--- config.mk ---
export PLATFORM = sky130hd
export DESIGN_NAME = dm_port_arbiter
export DESIGN_NICKNAME = d
export VERILOG_FILES = /design/src/rtl/dm_arb_pkg.sv /design/src/rtl/dm_starve_cnt.sv /design/src/rtl/dm_port_arbiter.sv
export SDC_FILE = /design/constraint.sdc
export NUM_CORES = 1
export LEC_CHECK = 0
export CORE_AREA = 2 2 84 86
export CTS_BUF_LIST = sky130_fd_sc_hd__clkbuf_2 sky130_fd_sc_hd__clkbuf_4 sky130_fd_sc_hd__clkbuf_8
export DETAILED_ROUTE_END_ITERATION = 10
export DIE_AREA = 0 0 86 88
export PLACE_DENSITY = 0.74
export SKIP_LAST_GASP = 1
export SYNTH_ARGS = -nofsm -noshare
export SYNTH_HDL_FRONTEND = slang
export SYNTH_HIERARCHICAL = 1
export SYNTH_SLANG_ARGS = --single-unit
--- constraint.sdc ---
create_clock -name clk -period 1.7 [get_ports clk]
set_input_delay 0.425 -clock clk [delete_from_list [all_inputs] [get_ports clk]]
set_output_delay 0.425 -clock clk [all_outputs]
set_load 0.005 [all_outputs]
--- src/rtl/dm_arb_pkg.sv ---
// Shared types for the data-memory port arbiter.
// Holds the owner encoding, the request bundle and the owner-selection helper.
package dm_arb_pkg;

    localparam int unsigned DM_AW       = 12;
    localparam int unsigned DM_STARVE_W = 8;

    typedef enum logic [1:0] {
        OWN_NONE,
        OWN_CPU,
        OWN_DMA
    } dm_owner_t;

    // Address field is DM_AW wide; narrower top-level AW values are zero-extended into it.
    typedef struct packed {
        logic [3:0]       be;
        logic [DM_AW-1:0] addr;
        logic [31:0]      wdata;
    } dm_req_t;

    // DMA takes the port when the CPU is idle or a starvation slot is forced.
    function automatic dm_owner_t dm_pick_owner(input logic cpu_en,
                                                input logic dma_req,
                                                input logic force_slot);
        dm_owner_t owner;
        owner = OWN_NONE;
        if (dma_req && (!cpu_en || force_slot)) begin
            owner = OWN_DMA;
        end else if (cpu_en) begin
            owner = OWN_CPU;
        end
        return owner;
    endfunction

endpackage

--- src/rtl/dm_starve_cnt.sv ---
// Saturating starvation counter for the secondary port.
// Counts cycles of denied DMA requests; hit flags that the limit has been reached.
module dm_starve_cnt
    import dm_arb_pkg::*;
#(
    parameter int unsigned LIMIT = 8
) (
    input  logic clk,
    input  logic rst,
    input  logic clr,
    output logic hit
);

    logic [DM_STARVE_W-1:0] cnt_q, cnt_d;
    logic [DM_STARVE_W-1:0] limit_val;

    assign limit_val = DM_STARVE_W'(LIMIT);

    // Next count: clear on grant or no request, otherwise saturate at the limit.
    always_comb begin
        cnt_d = cnt_q;
        if (clr) begin
            cnt_d = '0;
        end else if (cnt_q != limit_val) begin
            cnt_d = cnt_q + 1'b1;
        end
    end

    // Counter state register.
    always_ff @(posedge clk or negedge rst) begin
        if (!rst) begin
            cnt_q <= '0;
        end else begin
            cnt_q <= cnt_d;
        end
    end

    assign hit = (cnt_q == limit_val);

endmodule

--- src/rtl/dm_port_arbiter.sv ---
// Data-memory port arbiter between the MEM stage (priority) and a DMA/debug requester.
// Optional feature macro: DM_ARB_STARVE_EN enables the starvation counter and forced
// DMA slot; without it the CPU has strict priority and cpu_stall is never raised.
module dm_port_arbiter
    import dm_arb_pkg::*;
#(
    parameter int unsigned AW           = DM_AW,
    parameter int unsigned STARVE_LIMIT = 8
) (
    input  logic          clk,
    input  logic          rst,
    // MEM stage
    input  logic          cpu_en,
    input  logic [3:0]    cpu_be,
    input  logic [AW-1:0] cpu_addr,
    input  logic [31:0]   cpu_wdata,
    output logic          cpu_stall,
    // Secondary requester
    input  logic          dma_req,
    input  logic [3:0]    dma_be,
    input  logic [AW-1:0] dma_addr,
    input  logic [31:0]   dma_wdata,
    output logic          dma_gnt,
    output logic          dma_rvalid,
    output logic [31:0]   dma_rdata,
    // RAM port
    output logic          ram_en,
    output logic [3:0]    ram_we,
    output logic [AW-1:0] ram_addr,
    output logic [31:0]   ram_wdata,
    input  logic [31:0]   ram_rdata
);

    dm_req_t   cpu_req, dma_req_s, own_req;
    dm_owner_t owner;
    logic      force_slot;
    logic      rd_dma_q, rd_dma_d;

    assign cpu_req   = '{be: cpu_be, addr: DM_AW'(cpu_addr), wdata: cpu_wdata};
    assign dma_req_s = '{be: dma_be, addr: DM_AW'(dma_addr), wdata: dma_wdata};

`ifdef DM_ARB_STARVE_EN
    logic starve_hit;

    dm_starve_cnt #(
        .LIMIT (STARVE_LIMIT)
    ) u_starve_cnt (
        .clk (clk),
        .rst (rst),
        .clr (dma_gnt || !dma_req),
        .hit (starve_hit)
    );

    assign force_slot = starve_hit && dma_req;
`else
    logic unused_starve_limit;

    assign unused_starve_limit = ^DM_STARVE_W'(STARVE_LIMIT);
    assign force_slot          = 1'b0;
`endif

    // Owner selection; the port is held idle while reset is asserted.
    always_comb begin
        owner = OWN_NONE;
        if (rst) begin
            owner = dm_pick_owner(cpu_en, dma_req, force_slot);
        end
    end

    // Drive the RAM port from the owner's request fields.
    always_comb begin
        own_req = '0;
        ram_en  = 1'b0;
        case (owner)
            OWN_CPU: begin
                own_req = cpu_req;
                ram_en  = 1'b1;
            end
            OWN_DMA: begin
                own_req = dma_req_s;
                ram_en  = 1'b1;
            end
            default: begin
                own_req = '0;
                ram_en  = 1'b0;
            end
        endcase
        ram_we    = own_req.be;
        ram_addr  = AW'(own_req.addr);
        ram_wdata = own_req.wdata;
    end

    assign dma_gnt   = (owner == OWN_DMA);
    assign cpu_stall = rst && cpu_en && force_slot;

    // A granted DMA read expects its data on the next cycle.
    always_comb begin
        rd_dma_d = dma_gnt && (dma_be == 4'b0000);
    end

    // Read-tracking register; reset drops any pending read-valid.
    always_ff @(posedge clk or negedge rst) begin
        if (!rst) begin
            rd_dma_q <= 1'b0;
        end else begin
            rd_dma_q <= rd_dma_d;
        end
    end

    assign dma_rvalid = rd_dma_q;
    assign dma_rdata  = ram_rdata;

endmodule

==> results of run 1 <==
[worst max path at each step]
| stage | endpoint | from | slack (ps) |
|---|---|---|---|
| 3_3_place_gp | ram_addr[3] | cpu_en | -750 |
| 5_1_grt | ram_addr[5] | rst | -220 |
| 4_1_cts | ram_addr[4] | dma_req | -190 |
| 6_report | ram_wdata[1] | rst | -190 |
| 3_5_place_dp | ram_addr[3] | cpu_en | -770 |
| 2_1_floorplan | ram_addr[0] | cpu_en | 190 |
[stage by stage]
step | worst slack, ps | std cells | util, %
final | -186 | 305 | 32.5
after detailed placement | -768 | 294 | 33.2
after floorplan | 192 | 99 | -
after CTS | -192 | 306 | 33.0
after global placement | -753 | 294 | 33.2
after global routing | -223 | 305 | 32.5
[what timing repair did]
item / in CTS / in global routing
cloned: 6 / 0
endpoints found under the setup margin: 50 / 48
gates resized for setup: 222 / 3
pin swaps: 49 / 4
setup buffers: 6 / 2
[area by class of cell]
type	count	area, um2
fillers	713	4490
well taps	80	100
flip-flops and latches	1	25.0
multi-input cells	54	462
repair buffers	170	1570
[synthesized netlist by cell type, drive strengths merged]
master,n
a22o,48
nor4,1
and2,2
o21a,1
buf,42
and3b,1
conb,1
clkbuf,2
dfrtp,1
[power by group through the flow]
stage | sequential [uW] | combinational, uW | clock [uW]
after global placement | 24.4 | 511 | 0
after CTS | 24.4 | 502 | 0
after detailed placement | 24.4 | 516 | 0
after global routing | 24.4 | 524 | 0
final | 24.4 | 489 | 0
after floorplan | 24.4 | 181 | 0
[cell families after synthesis]
kind of cell    count (synthesis)
buf+inv                        44
compound gates                 49
flops                           1
other cells                     1
simple gates                    4
[layer usage]
metal | routed length (um) | part of all wire, % | track usage, %
met1 | 1700 | 34 | 13.2
met2 | 2890 | 58 | 24.3
met3 | 354 | 7.1 | 1.70
met4 | 54 | 1.1 | 1.59
met5 | 0 | 0 | 0
==> results_dict.tcl, run 1 <==
set metrics [dict create \
    status "finished, violations left" \
    violations "negative setup slack" \
    drc 0 \
    hold_ws_ps 289 \
    ys_warn_count 6 \
    crit_type "in -> out" \
    synth_xor_area_share_pct 0 \
    ios 216 \
    die_x_um 86 \
    vias 1308 \
    drive_above_1_share_pct 32.9 \
    critPathArrivalTime_ps 1460 \
    cpMostUsedCell "buf_6" \
    die_h_um 88 \
    final_area_um2 2160 \
    synth.largest_area_cell "a22o_1" \
    placed_area_um2 2210 \
    syn_avg_cell_area_um2 8.33 \
    slowest_delay_ps 220 \
    fin_tns_setup_ps -5460 \
    path_max_fanout 6 \
    track_usage_pct 11.9 \
    min_path_type "in -> async" \
    switching_share_pct 27.4 \
    synth-simple-area-share_pct 3.34 \
    finalHoldViolations 0 \
    combPwrFrac_pct 95.2 \
    fmax_ghz 0.530 \
    synth_mux_area_share_pct 0 \
    cap_violations 0 \
    worst-path-stages 7 \
    finalSetupViolCount 48 \
    ys_seq_elements 1 \
    die_area_um2 7570 \
    ant_nets 0 \
    largest_reg_flops 1 \
    synth_top_family_by_area "compound AO/OA/AOI/OAI gates" \
    ys_seq_area_share_pct 3.03 \
    drt-total-wl_um 5000 \
    firstDrtPassIters 3 \
    setup_slack_ps -186 \
    cp_cell_sequence "buf_6, and3b_2, buf_6, buf_6, buf_16, a22o_1, buf_2" \
    synth_adder_area_share_pct 0 \
    critPathBufInv 5 \
    gp_congestion 0.742 \
    clk_pin_slew_ps 0 \
    initial_utilization_pct 12.4 \
    wire_per_inst_um 16.4 \
    min_period_over_period_pct 111 \
    grt_overflow_total 0 \
    power_uw 514 \
    layout_common_cells "98 x clkdlybuf4s50_1, 49 x buf_2, 48 x a22o_1" \
    netlist_area_um2 825 \
    synthTopCellsByArea "a22o_1 51%, buf_4 31%, buf_6 8.2%" \
    nets 359 \
    rows 30 \
    syn_to_final_growth_pct 162 \
    grt_pass1_vias 1390 \
    cp.required_ps 1270 \
    coreArea_um2 6640 \
    p_switching_uw 140 \
    diodes 0 \
    hpwl_um 3770 \
    layout_commonest_cell "clkdlybuf4s50_1" \
    power_density_nw_per_um2 238 \
    cp-end-kind "output port" \
    p_int_uw 373 \
    netlist.area_leader.share_pct 51.0 \
    synth_cell_type_count 11 \
    fin_crit_ps 1890 \
    antenna_found_initial 0 \
    peakVddDrop_uv 157 \
    drt_iter0_drc 12 \
    grt_max_degree 25 \
    avgViaCountPerCell 4.29 \
    cp_top_family "buffers and inverters" \
    slew_violations 0 \
    cts_hold_buffers 0 \
    synth_cells 99 \
    power_frac_clock_pct 0 \
    critPathSlowestCell "and3b_2" \
    grt_pass1_wl_um 7250 \
    power_frac_seq_pct 4.8 \
    power_leakage_uw 0.00101 \
    rsz0062_at_grt "true" \
    startpoint_type "input port" \
    portBuffers 150 \
    synth-compound-area-share_pct 51.9 \
    syn_nets 231 \
]
Power figures use the tool's default switching activity.
==> inputs of run 2 (changes only) <==
--- a/config.mk
+++ b/config.mk
@@ -5,11 +5,12 @@
 export SDC_FILE = /design/constraint.sdc
 export NUM_CORES = 1
 export LEC_CHECK = 0
-export CORE_AREA = 2 2 84 86
+export CORE_AREA = 2 2 83 85
 export CTS_BUF_LIST = sky130_fd_sc_hd__clkbuf_2 sky130_fd_sc_hd__clkbuf_4 sky130_fd_sc_hd__clkbuf_8
 export DETAILED_ROUTE_END_ITERATION = 10
-export DIE_AREA = 0 0 86 88
-export PLACE_DENSITY = 0.74
+export DIE_AREA = 0 0 85 87
+export DONT_BUFFER_PORTS = 1
+export PLACE_DENSITY = 0.32
 export SKIP_LAST_GASP = 1
 export SYNTH_ARGS = -nofsm -noshare
 export SYNTH_HDL_FRONTEND = slang
==> run 2 against run 1 <==
The run now ends clean. Hold slack got worse by 160 ps. Highest routed layer unchanged. Utilization decreased by 22 points. Critical path type unchanged. Largest power group unchanged. Global-route usage decreased by 4.0 points. Sequential cell count unchanged. Maximum frequency increased by 21%.
==> results_dict.tcl, run 2 (synthesized netlist as in run 1, its figures left out) <==
set metrics [dict create \
    drt_iter0_drc 29 \
    critPathSlowestCell "and3b_2" \
    post-place-ws_ps 148 \
    drc 0 \
    portBuffers 0 \
    slowest_delay_ps 280 \
    largest_reg_flops 1 \
    peakVddDrop_uv 167 \
    fin_crit_ps 1550 \
    track_usage_pct 7.89 \
    clk_pin_slew_ps 0 \
    fmax_ghz 0.643 \
    min_period_over_period_pct 91.4 \
    cts_resized 0 \
    cp_cell_sequence "and3b_2, buf_12, a22o_1" \
    cap_violations 0 \
    post_cts_buffers 0 \
    switching_share_pct 45.2 \
    avgViaCountPerCell 5.04 \
    wire_per_inst_um 26.2 \
    drt-total-wl_um 3640 \
    fin_tns_setup_ps 0 \
    grt_max_degree 29 \
    placed_area_um2 667 \
    power_leakage_uw 0.000251 \
    dpl.cell_count 139 \
    diodes 0 \
    p_switching_uw 78.1 \
    rows 30 \
    cp-end-kind "output port" \
    combPwrFrac_pct 85.8 \
    firstDrtPassIters 4 \
    vias 700 \
    drive_above_1_share_pct 10.2 \
    critPathArrivalTime_ps 1130 \
    cp.required_ps 1270 \
    finalSetupViolCount 0 \
    grt_overflow_total 0 \
    layout_commonest_cell "a22o_1" \
    syn_to_final_growth_pct -19.1 \
    initial_utilization_pct 12.6 \
    cts_hold_buffers 0 \
    min_path_type "in -> async" \
    layout_common_cells "48 x a22o_1, 4 x buf_12" \
    nets 193 \
    gp_congestion 0.656 \
    power_frac_clock_pct 0 \
    power_frac_seq_pct 14.2 \
    p_int_uw 94.8 \
    crit_type "in -> out" \
    antenna_found_initial 0 \
    finalHoldViolations 0 \
    final_area_um2 667 \
    power_density_nw_per_um2 259 \
    status "complete, no violations" \
    path_max_fanout 28 \
    grt_pass1_vias 666 \
    ant_nets 0 \
    grt_pass1_wl_um 4370 \
    die_h_um 87 \
    startpoint_type "input port" \
    ios 216 \
    slew_violations 0 \
    coreArea_um2 6570 \
    final_cells 139 \
    setup_slack_ps 145 \
    die_x_um 85 \
    die_area_um2 7400 \
    rsz0062_at_grt "false" \
]
==> run 2: changes by cell type in the layout (fill, tap and decap cells not counted) <==
| cell | previous run | this run |
|---|---|---|
| clkdlybuf4s50_1 | 98 | 0 |
| buf_6 | 7 | 0 |
| buf_8 | 2 | 0 |
| buf_16 | 4 | 0 |
| buf_2 | 49 | 0 |
| buf_4 | 6 | 0 |
==> run 2: final timing paths <==
kind | startpoint | endpoint | slack [ps]
max in group asynchronous | rst | dma_rvalid$_DFF_PN0_ | 1500
min | rst | dma_rvalid$_DFF_PN0_ | 130
min in group clk | dma_be[2] | dma_rvalid$_DFF_PN0_ | 630
max | cpu_en | ram_wdata[6] | 150
==> run 2: final cells by class <==
type	instances	area, um2
Fill cell	744	5900
Multi-Input combinational cell	54	462
Sequential cell	1	25.0
Tap cell	80	100
Timing Repair Buffer	4	80.1
==> run 2: worst max-delay path: cells and delay by family <==
| kind | cells | cell delay [ps] |
|---|---|---|
| AOI/OAI and AO/OA | 1 | 230 |
| and+or+nand+nor | 1 | 280 |
| buffers and inverters | 1 | 180 |
==> run 2: power by group through the flow <==
stage / Sequential [uW] / Clock (uW) / Combinational, uW
3_3_place_gp: 24.5 / 0 / 150
2_1_floorplan: 24.4 / 0 / 181
4_1_cts: 24.5 / 0 / 149
5_1_grt: 24.5 / 0 / 157
6_report: 24.5 / 0 / 148
3_5_place_dp: 24.5 / 0 / 149
==> run 2: metal layers <==
metal | share of wire, % | vias up | global-route usage [%]
met3 | 13 | 10 | 1.99
met5 | 0 | - | 0
met4 | 5.3 | 0 | 3.90
li1 | - | 271 | -
met1 | 28 | 307 | 6.95
met2 | 54 | 112 | 16.3
==> run 2: per-stage QoR <==
stage	util (%)	power, uW	hold WS, ps
after global placement	10.2	175	130
after floorplan	-	205	129
final	10.2	173	130
after global routing	10.2	182	130
after CTS	10.2	174	130
after detailed placement	10.2	173	130
==> edit: new RTL, settings of run 1 <==
Change the package constant `DM_AW` from 12 to 11.
--- a/src/rtl/dm_arb_pkg.sv
+++ b/src/rtl/dm_arb_pkg.sv
@@ -3,5 +3,5 @@
 package dm_arb_pkg;
 
-    localparam int unsigned DM_AW       = 12;
+    localparam int unsigned DM_AW       = 11;
     localparam int unsigned DM_STARVE_W = 8;
 
Ports: changed (resized cpu_addr, dma_addr and ram_addr); port bits go from 216 to 213. The function was not compared with the original's and may differ.
==> edit against run 1 <==
The flow still finishes with violations (setup timing); worst setup slack got worse by 0.079 ns; via count rose by 2.8%; global-route usage rose by 0.31 points; power rose by 7.7%; largest power group unchanged; sequential cell count did not move; routed wire length rose by 13%; sequential power barely moved; cell area rose by 11%; synthesized area fell by 4.4%; highest routed layer unchanged.
==> edit: results (changes against run 1) <==
outcome:
  outcome: "complete, but fails checks"  # unchanged
  failing_checks: "setup timing"  # unchanged
cells_and_area:
  layout.core_utilization: 0.360  # was 0.325
  largest_reg_flops: 1  # unchanged
  net_count_final: 372  # was 359
  post_route_cells_drive_above_1_share: 0.367  # was 0.329
  comb.multi_input.count: 53  # was 54
  n_all_inverters: 0  # unchanged
  seqAreaFraction: 0.0105  # was 0.0116
  antennaDiodeCount: 0  # unchanged
  multi_input_gate_area_in_the_final_layout_um2: 455  # was 462 um2
  fill_cells: 705  # was 713
synthesis:
  synth_nets: 228  # was 231
  synth.lib_cells_used.distinct: 11  # unchanged
  synth.top_cells.by_area: "a22o_1, buf_4, buf_2, dfrtp_1, buf_6"  # was a22o_1, buf_4, buf_6, dfrtp_1, and2_1
  synth_area_per_cell_um2: 8.04  # was 8.33 um2
  synth-compound-area-share: 0.532  # was 0.519
  async_flop_share: 1.00  # unchanged
  ys_seq_area_frac: 0.0317  # was 0.0303
  post_synth_fa_ha_maj_area_fraction: 0  # unchanged
  ys_seq_elements: 1  # unchanged
  synthTopCellsByCount: "a22o_1, buf_4, buf_2"  # was a22o_1, buf_4, buf_6
  ys.warnings.count: 6  # unchanged
critical_path:
  critical-path-slowest-cell: "and3b_4"  # was and3b_2
  cp_data_arrival_time_ns: 1.54  # was 1.46 ns
  worst_path_largest_cell_delay_ns: 0.22  # about the same
timing:
  post-route-worst-setup-slack_ns: -0.264  # was -0.186 ns
  setup_total_negative_slack_ns: -7.89  # was -5.46 ns
  setup_viols_final: 47  # was 48
  fin_worst_hold_slack_ns: 0.290  # was 0.289 ns
grt:
  via_count_of_the_first_global_routing_pass: 1356  # was 1,390
  grt_pass1_wl_um: 7330  # was 7250 um
  initial_antenna_violation_count: 0  # unchanged
  grt_start_max_net_pins: 31  # was 25
  grt_util_all_layers: 0.122  # was 0.119
route:
  detail_route.wirelength_um: 5660  # was 5000 um
  vias_per_cell: 4.20  # was 4.29
  drtIter0Drc: 10  # was 12
  met2WireLength_um: 3430  # was 2890 um
  first_pass_iters: 2  # was 3
  met3_wirelength_um: 574  # was 354 um
  wire_per_inst_um: 17.7  # was 16.4 um
  wl_met1_um: 1650  # was 1700 um
placement:
  placed_cells: 286  # was 294
  place.port_buffers: 147  # was 150
  place_congestion: 0.675  # was 0.742
  postPlaceCellArea_um2: 2110  # was 2210 um2
  post-dp-hpwl_um: 4230  # was 3770 um
  dp_worst_setup_slack_ns: -0.835  # was -0.768 ns
pwr:
  power_density_nw_per_um2: 232  # was 238 nW/um2
  comb-power_mw: 0.529  # was 0.489 mW
  power.static_leakage_nw: 1.16  # was 1.01 nW
  power_report.internal_total_mw: 0.404  # was 0.373 mW
  vdd_ir_drop_max_v: 0.0000901  # was 0.000157 V
clock_tree:
  cts.clk_slew.worst_paths_ns: 0  # about the same
floorplanning:
  core_area_um2: 6640  # unchanged
==> edit: changes by cell type after synthesis <==
cell	delta
buf_6	-4
buf_2	+5
a22o_1	-1
buf_4	-1
==> edit: how the worst max path moves through the flow <==
stage | start | to | depth (start not counted)
2_1_floorplan | rst | ram_addr[0] | 5
3_3_place_gp | rst | ram_wdata[1] | 5
3_5_place_dp | rst | ram_wdata[1] | 5
4_1_cts | cpu_en | ram_wdata[5] | 5
5_1_grt | cpu_en | ram_addr[10] | 8
6_report | dma_req | ram_addr[10] | 8
==> edit: metal layers <==
metal  track usage  vias up
met4       0.00289        0
met3        0.0358        2
li1              -      632
met1         0.111      609
met2         0.273      102
met5             0        -
==> edit: worst max-delay path, delay by kind of cell <==
kind | cells | cell delay [ns]
compound gates | 1 | 0.19
simple gates | 1 | 0.22
buf+inv | 6 | 0.69
==> edit: repair_timing <==
item | CTS | global route
pin swaps | 7 | 31
endpoints found under the setup margin | 49 | 48
resized for setup | 79 | 108
setup buffers | 11 | 21
gates cloned | 2 | 3
